### config.mk
export PLATFORM = sky130hd
export DESIGN_NAME = wishbone_to_axi4_master
export DESIGN_NICKNAME = d
export VERILOG_FILES = /design/src/rtl/wishbone_to_axi4_master.sv
export SDC_FILE = /design/constraint.sdc
export NUM_CORES = 1
export LEC_CHECK = 0
export ABC_AREA = 1
export CAP_MARGIN = 20
export CORE_UTILIZATION = 37
export DETAILED_ROUTE_END_ITERATION = 10
export PLACE_DENSITY = 0.85
export SKIP_CTS_REPAIR_TIMING = 1
export SLEW_MARGIN = 20
export SYNTH_ARGS = -nofsm -noshare
export SYNTH_HDL_FRONTEND = slang
export SYNTH_SLANG_ARGS = --single-unit
### constraint.sdc
create_clock -name clk -period 1.55 [get_ports clk]
set_input_delay 0.155 -clock clk [delete_from_list [all_inputs] [get_ports clk]]
set_output_delay 0.155 -clock clk [all_outputs]
set_load 0.01 [all_outputs]
### src/rtl/wishbone_to_axi4_master.sv
// Wishbone classic slave to single-beat AXI4 master bridge.
// It keeps one transaction in flight. It issues no bursts. An AXI
// SLVERR or DECERR response is returned to the Wishbone side as WB_ERR.
module wishbone_to_axi4_master #(
  parameter int ADDR_WIDTH = 32,
  parameter int DATA_WIDTH = 32,
  parameter int ID_WIDTH   = 4,
  parameter int AXI_ID     = 0
) (
  input  logic                    clk,
  input  logic                    rst_n,
  // Wishbone slave port
  input  logic                    WB_CYC,
  input  logic                    WB_STB,
  input  logic                    WB_WE,
  input  logic [ADDR_WIDTH-1:0]   WB_ADDR,
  input  logic [DATA_WIDTH-1:0]   WB_WDATA,
  input  logic [DATA_WIDTH/8-1:0] WB_SEL,
  output logic [DATA_WIDTH-1:0]   WB_RDATA,
  output logic                    WB_ACK,
  output logic                    WB_ERR,
  // AXI4 write address channel
  output logic [ID_WIDTH-1:0]     M_AXI_AWID,
  output logic [ADDR_WIDTH-1:0]   M_AXI_AWADDR,
  output logic [7:0]              M_AXI_AWLEN,
  output logic [2:0]              M_AXI_AWSIZE,
  output logic [1:0]              M_AXI_AWBURST,
  output logic                    M_AXI_AWVALID,
  input  logic                    M_AXI_AWREADY,
  // AXI4 write data channel
  output logic [DATA_WIDTH-1:0]   M_AXI_WDATA,
  output logic [DATA_WIDTH/8-1:0] M_AXI_WSTRB,
  output logic                    M_AXI_WLAST,
  output logic                    M_AXI_WVALID,
  input  logic                    M_AXI_WREADY,
  // AXI4 write response channel
  input  logic [ID_WIDTH-1:0]     M_AXI_BID,
  input  logic [1:0]              M_AXI_BRESP,
  input  logic                    M_AXI_BVALID,
  output logic                    M_AXI_BREADY,
  // AXI4 read address channel
  output logic [ID_WIDTH-1:0]     M_AXI_ARID,
  output logic [ADDR_WIDTH-1:0]   M_AXI_ARADDR,
  output logic [7:0]              M_AXI_ARLEN,
  output logic [2:0]              M_AXI_ARSIZE,
  output logic [1:0]              M_AXI_ARBURST,
  output logic                    M_AXI_ARVALID,
  input  logic                    M_AXI_ARREADY,
  // AXI4 read data channel
  input  logic [ID_WIDTH-1:0]     M_AXI_RID,
  input  logic [DATA_WIDTH-1:0]   M_AXI_RDATA,
  input  logic [1:0]              M_AXI_RRESP,
  input  logic                    M_AXI_RLAST,
  input  logic                    M_AXI_RVALID,
  output logic                    M_AXI_RREADY
);

  typedef enum logic [2:0] {
    S_IDLE, S_WRITE, S_WR_RESP, S_RD_ADDR, S_RD_DATA, S_DONE
  } state_t;

  state_t r_state;
  state_t w_state_nxt;

  // Latched request
  logic [ADDR_WIDTH-1:0]   r_addr;
  logic [DATA_WIDTH-1:0]   r_wdata;
  logic [DATA_WIDTH/8-1:0] r_sel;

  // Registered AXI handshake outputs and write-channel completion flags
  logic r_awvalid, r_wvalid, r_arvalid, r_bready, r_rready;
  logic r_aw_done, r_w_done;
  logic w_awvalid_nxt, w_wvalid_nxt, w_arvalid_nxt, w_bready_nxt, w_rready_nxt;
  logic w_aw_flag_nxt, w_w_flag_nxt;

  // Response bookkeeping
  logic                  r_err;
  logic [DATA_WIDTH-1:0] r_rdata;

  logic w_req, w_aw_fire, w_w_fire, w_aw_done_nxt, w_w_done_nxt;
  logic w_unused;

  assign w_req         = WB_CYC & WB_STB;
  assign w_aw_fire     = r_awvalid & M_AXI_AWREADY;
  assign w_w_fire      = r_wvalid  & M_AXI_WREADY;
  assign w_aw_done_nxt = r_aw_done | w_aw_fire;
  assign w_w_done_nxt  = r_w_done  | w_w_fire;

  // Response IDs and RLAST carry no information for single-beat, single-ID traffic
  assign w_unused = ^{M_AXI_BID, M_AXI_RID, M_AXI_RLAST};

  // State register
  always_ff @(posedge clk or negedge rst_n) begin
    // NOTE: sequential state uses non-blocking assignments so every flop samples pre-edge values.
    if (!rst_n) r_state <= S_IDLE;
    else        r_state <= w_state_nxt;
  end

  // Next-state logic
  always_comb begin
    // NOTE: default first so no path through the case leaves a variable unassigned (no latch).
    w_state_nxt = r_state;
    case (r_state)
      S_IDLE:    if (w_req) w_state_nxt = WB_WE ? S_WRITE : S_RD_ADDR;
      S_WRITE:   if (w_aw_done_nxt && w_w_done_nxt) w_state_nxt = S_WR_RESP;
      S_WR_RESP: if (M_AXI_BVALID) w_state_nxt = S_DONE;
      S_RD_ADDR: if (M_AXI_ARREADY) w_state_nxt = S_RD_DATA;
      S_RD_DATA: if (M_AXI_RVALID) w_state_nxt = S_DONE;
      S_DONE:    w_state_nxt = S_IDLE;
      default:   w_state_nxt = S_IDLE;
    endcase
  end

  // Output logic: next values of the registered AXI handshakes, derived from the next state
  always_comb begin
    w_aw_flag_nxt = 1'b0;
    w_w_flag_nxt  = 1'b0;
    if (r_state == S_WRITE) begin
      w_aw_flag_nxt = w_aw_done_nxt;
      w_w_flag_nxt  = w_w_done_nxt;
    end
    w_awvalid_nxt = (w_state_nxt == S_WRITE) && !w_aw_flag_nxt;
    w_wvalid_nxt  = (w_state_nxt == S_WRITE) && !w_w_flag_nxt;
    w_arvalid_nxt = (w_state_nxt == S_RD_ADDR);
    w_bready_nxt  = (w_state_nxt == S_WR_RESP);
    w_rready_nxt  = (w_state_nxt == S_RD_DATA);
  end

  // Handshake output registers; reset drops every VALID/READY at once
  always_ff @(posedge clk or negedge rst_n) begin
    if (!rst_n) begin
      r_awvalid <= 1'b0;
      r_wvalid  <= 1'b0;
      r_arvalid <= 1'b0;
      r_bready  <= 1'b0;
      r_rready  <= 1'b0;
      r_aw_done <= 1'b0;
      r_w_done  <= 1'b0;
    end else begin
      r_awvalid <= w_awvalid_nxt;
      r_wvalid  <= w_wvalid_nxt;
      r_arvalid <= w_arvalid_nxt;
      r_bready  <= w_bready_nxt;
      r_rready  <= w_rready_nxt;
      r_aw_done <= w_aw_flag_nxt;
      r_w_done  <= w_w_flag_nxt;
    end
  end

  // Request capture; only an idle bridge accepts a new strobe
  always_ff @(posedge clk or negedge rst_n) begin
    if (!rst_n) begin
      r_addr  <= '0;
      r_wdata <= '0;
      r_sel   <= '0;
    end else if (r_state == S_IDLE && w_req) begin
      r_addr  <= WB_ADDR;
      r_wdata <= WB_WDATA;
      r_sel   <= WB_SEL;
    end
  end

  // Response capture; read data survives until the next read completes
  always_ff @(posedge clk or negedge rst_n) begin
    if (!rst_n) begin
      r_err   <= 1'b0;
      r_rdata <= '0;
    end else if (r_state == S_WR_RESP && M_AXI_BVALID) begin
      r_err   <= (M_AXI_BRESP != 2'b00);
    end else if (r_state == S_RD_DATA && M_AXI_RVALID) begin
      r_err   <= (M_AXI_RRESP != 2'b00);
      r_rdata <= M_AXI_RDATA;
    end
  end

  // Wishbone completion: one-cycle pulse in DONE, withheld if the master abandoned the cycle
  assign WB_ACK   = (r_state == S_DONE) && WB_CYC && !r_err;
  assign WB_ERR   = (r_state == S_DONE) && WB_CYC &&  r_err;
  assign WB_RDATA = r_rdata;

  assign M_AXI_AWID    = ID_WIDTH'(AXI_ID);
  assign M_AXI_AWADDR  = r_addr;
  assign M_AXI_AWLEN   = 8'd0;
  assign M_AXI_AWSIZE  = 3'b010;
  assign M_AXI_AWBURST = 2'b01;
  assign M_AXI_AWVALID = r_awvalid;

  assign M_AXI_WDATA   = r_wdata;
  assign M_AXI_WSTRB   = r_sel;
  assign M_AXI_WLAST   = 1'b1;
  assign M_AXI_WVALID  = r_wvalid;

  assign M_AXI_BREADY  = r_bready;

  assign M_AXI_ARID    = ID_WIDTH'(AXI_ID);
  assign M_AXI_ARADDR  = r_addr;
  assign M_AXI_ARLEN   = 8'd0;
  assign M_AXI_ARSIZE  = 3'b010;
  assign M_AXI_ARBURST = 2'b01;
  assign M_AXI_ARVALID = r_arvalid;

  assign M_AXI_RREADY  = r_rready;

endmodule
==> results.py <==
metrics = {
    "route": {
        "wl_per_cell_um": 12.7,
        "ant_nets": 0,
        "postRouteWirelength_um": 12200,
        "vias_per_cell": 4.27,
        "drc": 0,
        "dr_total_vias": 4100,
        "drt_iter0_drc": 163,
        "first_pass_iters": 4,
    },
    "placement": {
        "dp_hpwl_um": 9070,
        "gp_congestion": 0.738,
        "portBuffers": 252,
        "preCtsSetupSlack_ns": -0.191,
        "place_inst": 945,
    },
    "logic_synthesis": {
        "synthAdderAreaFrac": 0,
        "ys_seq_area_frac": 0.576,
        "synth-warning-count": 0,
        "synth_most_common_cell": "nand2_1",
        "synth_edf_count": 0,
        "mappedNetlistArea_mm2": 0.00482,
        "syn_area_per_cell_um2": 8.57,
        "synthCells": 562,
        "synthTopCellsByArea": "dfrtp_1 (58%), nand2_1 (25%), buf_4 (11%), buf_2 (1.0%), inv_1 (0.86%)",
        "yosys-top-cells-count": "nand2_1 (318), dfrtp_1 (111), buf_4 (71)",
        "yosysTopAreaCell": "dfrtp_1",
        "async_flop_share": 1.00,
        "muxShareOfSynthArea": 0,
        "synthSimpleGateAreaFrac": 0.277,
        "synth.distinct_cells": 23,
        "synth-xor-area-share": 0,
        "yosysTopAreaCellShare": 0.576,
        "synth_top_family_by_area": "simple AND/OR/NAND/NOR gates",
        "synth_flop_cell": "dfrtp_1",
        "synth-compound-area-share": 0.00753,
        "ys_ff_latch": 111,
    },
    "setup_path": {
        "end_kind": "output port",
        "cpLargestDelayFamily": "buffers and inverters",
        "start_kind": "flip-flop",
        "rr_worst_depth": 7,
        "cp_num_buf_inv": 1,
        "worstPathMaxFanout": 3,
        "rr_endpoint": "M_AXI_WVALID",
        "cp_slowest_cell": "clkdlybuf4s50_1",
        "critPathLaunch": "M_AXI_ARADDR[16]",
        "cpPeakStageDelay_ns": 0.56,
        "cp_cell_sequence": "clkdlybuf4s50_1",
        "path_class": "reg2out",
        "reg2reg_from": "r_state[2]",
        "required_ns": 1.39,
        "cp_data_arrival_time_ns": 1.31,
        "ff2ff_setup_slack_ns": 0.11,
    },
    "sta": {
        "hold_viol_final": 0,
        "skew_ns": 0.00559,
        "maxSlewViolCount": 0,
        "fin_ws_ns": 0.0840,
        "clock.fmax_mhz": 682,
        "fin_crit_sh": 0.946,
        "setup_violations": 0,
        "rsz0062_at_grt": "yes",
        "period_minus_slack_ns": 1.47,
        "hold_ws_ns": 0.162,
    },
    "clock_tree": {
        "cts_root_buf": "clkbuf_16",
        "cts.clk_slew.worst_paths_ns": 0.06,
        "cts_tree": "built",
        "cts_buffer_depth": 2,
        "cts.sinks": 111,
        "cts-buffers-inserted": 9,
        "htreeDepth": 3,
        "clk_latency_ns": 0.34,
    },
    "power_and_ir_drop": {
        "powerDensity_mw_per_mm2": 1860,
        "ir_drop_mv": 0.860,
        "power.leakage_nw": 3.76,
    },
    "cells_and_area": {
        "drive_gt1_frac": 0.0507,
        "area_growth_pct": 56.9,
        "fin_nets": 908,
        "utilization": 0.597,
        "final_cells": 961,
        "antenna_cells": 0,
    },
    "floorplanning": {
        "start_util": 0.380,
        "die_w_um": 116,
        "dieArea_mm2": 0.0135,
        "rows": 41,
        "coreArea_mm2": 0.0127,
        "ioPinCount": 297,
        "die_h_um": 116,
    },
    "global_route": {
        "grt_overflow": 0,
        "antenna_found_initial": 0,
        "grt_pass1_vias": 3857,
        "track_usage": 0.179,
        "grt_pass1_wl_um": 18600,
        "grt_max_degree": 67,
    },
    "outcome": {
        "status": "finished, final reports clean",
    },
    "job": {
        "cap_violations": 0,
    },
    "worst_hold_path": {
        "hold_path_class": "in2async",
    },
}
-- kinds of logic after synthesis --
kind of cell	after synthesis
and+or+nand+nor	343
DFF	111
other	2
AOI/OAI and AO/OA	6
buffers and inverters	100
-- placed cells by master (no fill, tap or decap) --
cell type        instances
buf_6                    1
o211ai_1                 1
nor2_2                   2
inv_6                    1
nor3_1                   2
nor2_1                   7
clkbuf_2                 1
clkbuf_16                9
nand2_1                318
nand2_4                  1
o21ai_0                  2
buf_4                    7
nand3b_1                 1
inv_4                    1
nand3_1                  6
clkdlybuf4s50_1        249
buf_12                   6
dlygate4sd3_1            1
inv_2                    1
inv_1                   11
conb_1                  35
clkbuf_1                 1
a21oi_1                  2
a21oi_2                  1
nand2_2                  1
clkbuf_8                 3
and2_1                   1
dlymetal6s2s_1           1
dfrtp_1                111
nor4_2                   2
clkinv_2                 1
nor2_4                   1
nand4_4                  1
-- stage by stage --
step | power, mW | setup TNS [ns] | instance area [um2]
global placement | 11.8 | -0.237 | 7250
finish | 14.1 | 0 | 7560
floorplan | 8.20 | 0 | 4940
CTS | 14.2 | -0.635 | 7530
detailed placement | 12.0 | -0.764 | 7250
global route | 15.1 | -0.177 | 7560
-- report_power, final --
part | switching [mW] | total, mW | internal, mW
clock network | 0.987 | 2.20 | 1.22
registers | 0.853 | 5.10 | 4.25
logic | 2.97 | 6.77 | 3.80
total | 4.81 | 14.1 | 9.27
-- flip-flops by register name, indices dropped and copies added (netlist names) --
name / flops
M_AXI_ARADDR: 32
M_AXI_WDATA: 32
WB_RDATA: 32
M_AXI_WSTRB: 4
r_state: 3
M_AXI_ARVALID: 1
M_AXI_AWVALID: 1
M_AXI_BREADY: 1
M_AXI_RREADY: 1
M_AXI_WVALID: 1
r_aw_done: 1
r_err: 1
r_w_done: 1
-- metal layers --
| metal | global-route usage | routed length (um) | vias up |
|---|---|---|---|
| li1 | - | - | 2032 |
| met1 | 0.203 | 4750 | 1879 |
| met2 | 0.312 | 6170 | 171 |
| met3 | 0.0566 | 1030 | 18 |
| met4 | 0.0761 | 233 | 0 |
| met5 | 0 | 0 | - |
-- layout make-up --
class,instances,area (um2)
multi-input combinational,384,1530
sequential,111,2780
timing repair buffer,266,2700
fill,1123,5110
clock buffer,13,270
clock inverter,2,13.8
tap,172,215
inverter,13,51.3
-- worst max path at each step --
stage | slack, ns | to | cells past startpoint
after floorplan | 0.30 | M_AXI_WDATA[12] | 6
after global placement | -0.13 | WB_ERR | 4
after detailed placement | -0.19 | WB_ERR | 4
after CTS | -0.34 | WB_ERR | 4
after global routing | -0.04 | M_AXI_WVALID | 7
final | 0.08 | M_AXI_AWADDR[16] | 1
No activity file was read; power rests on OpenSTA's default activity.
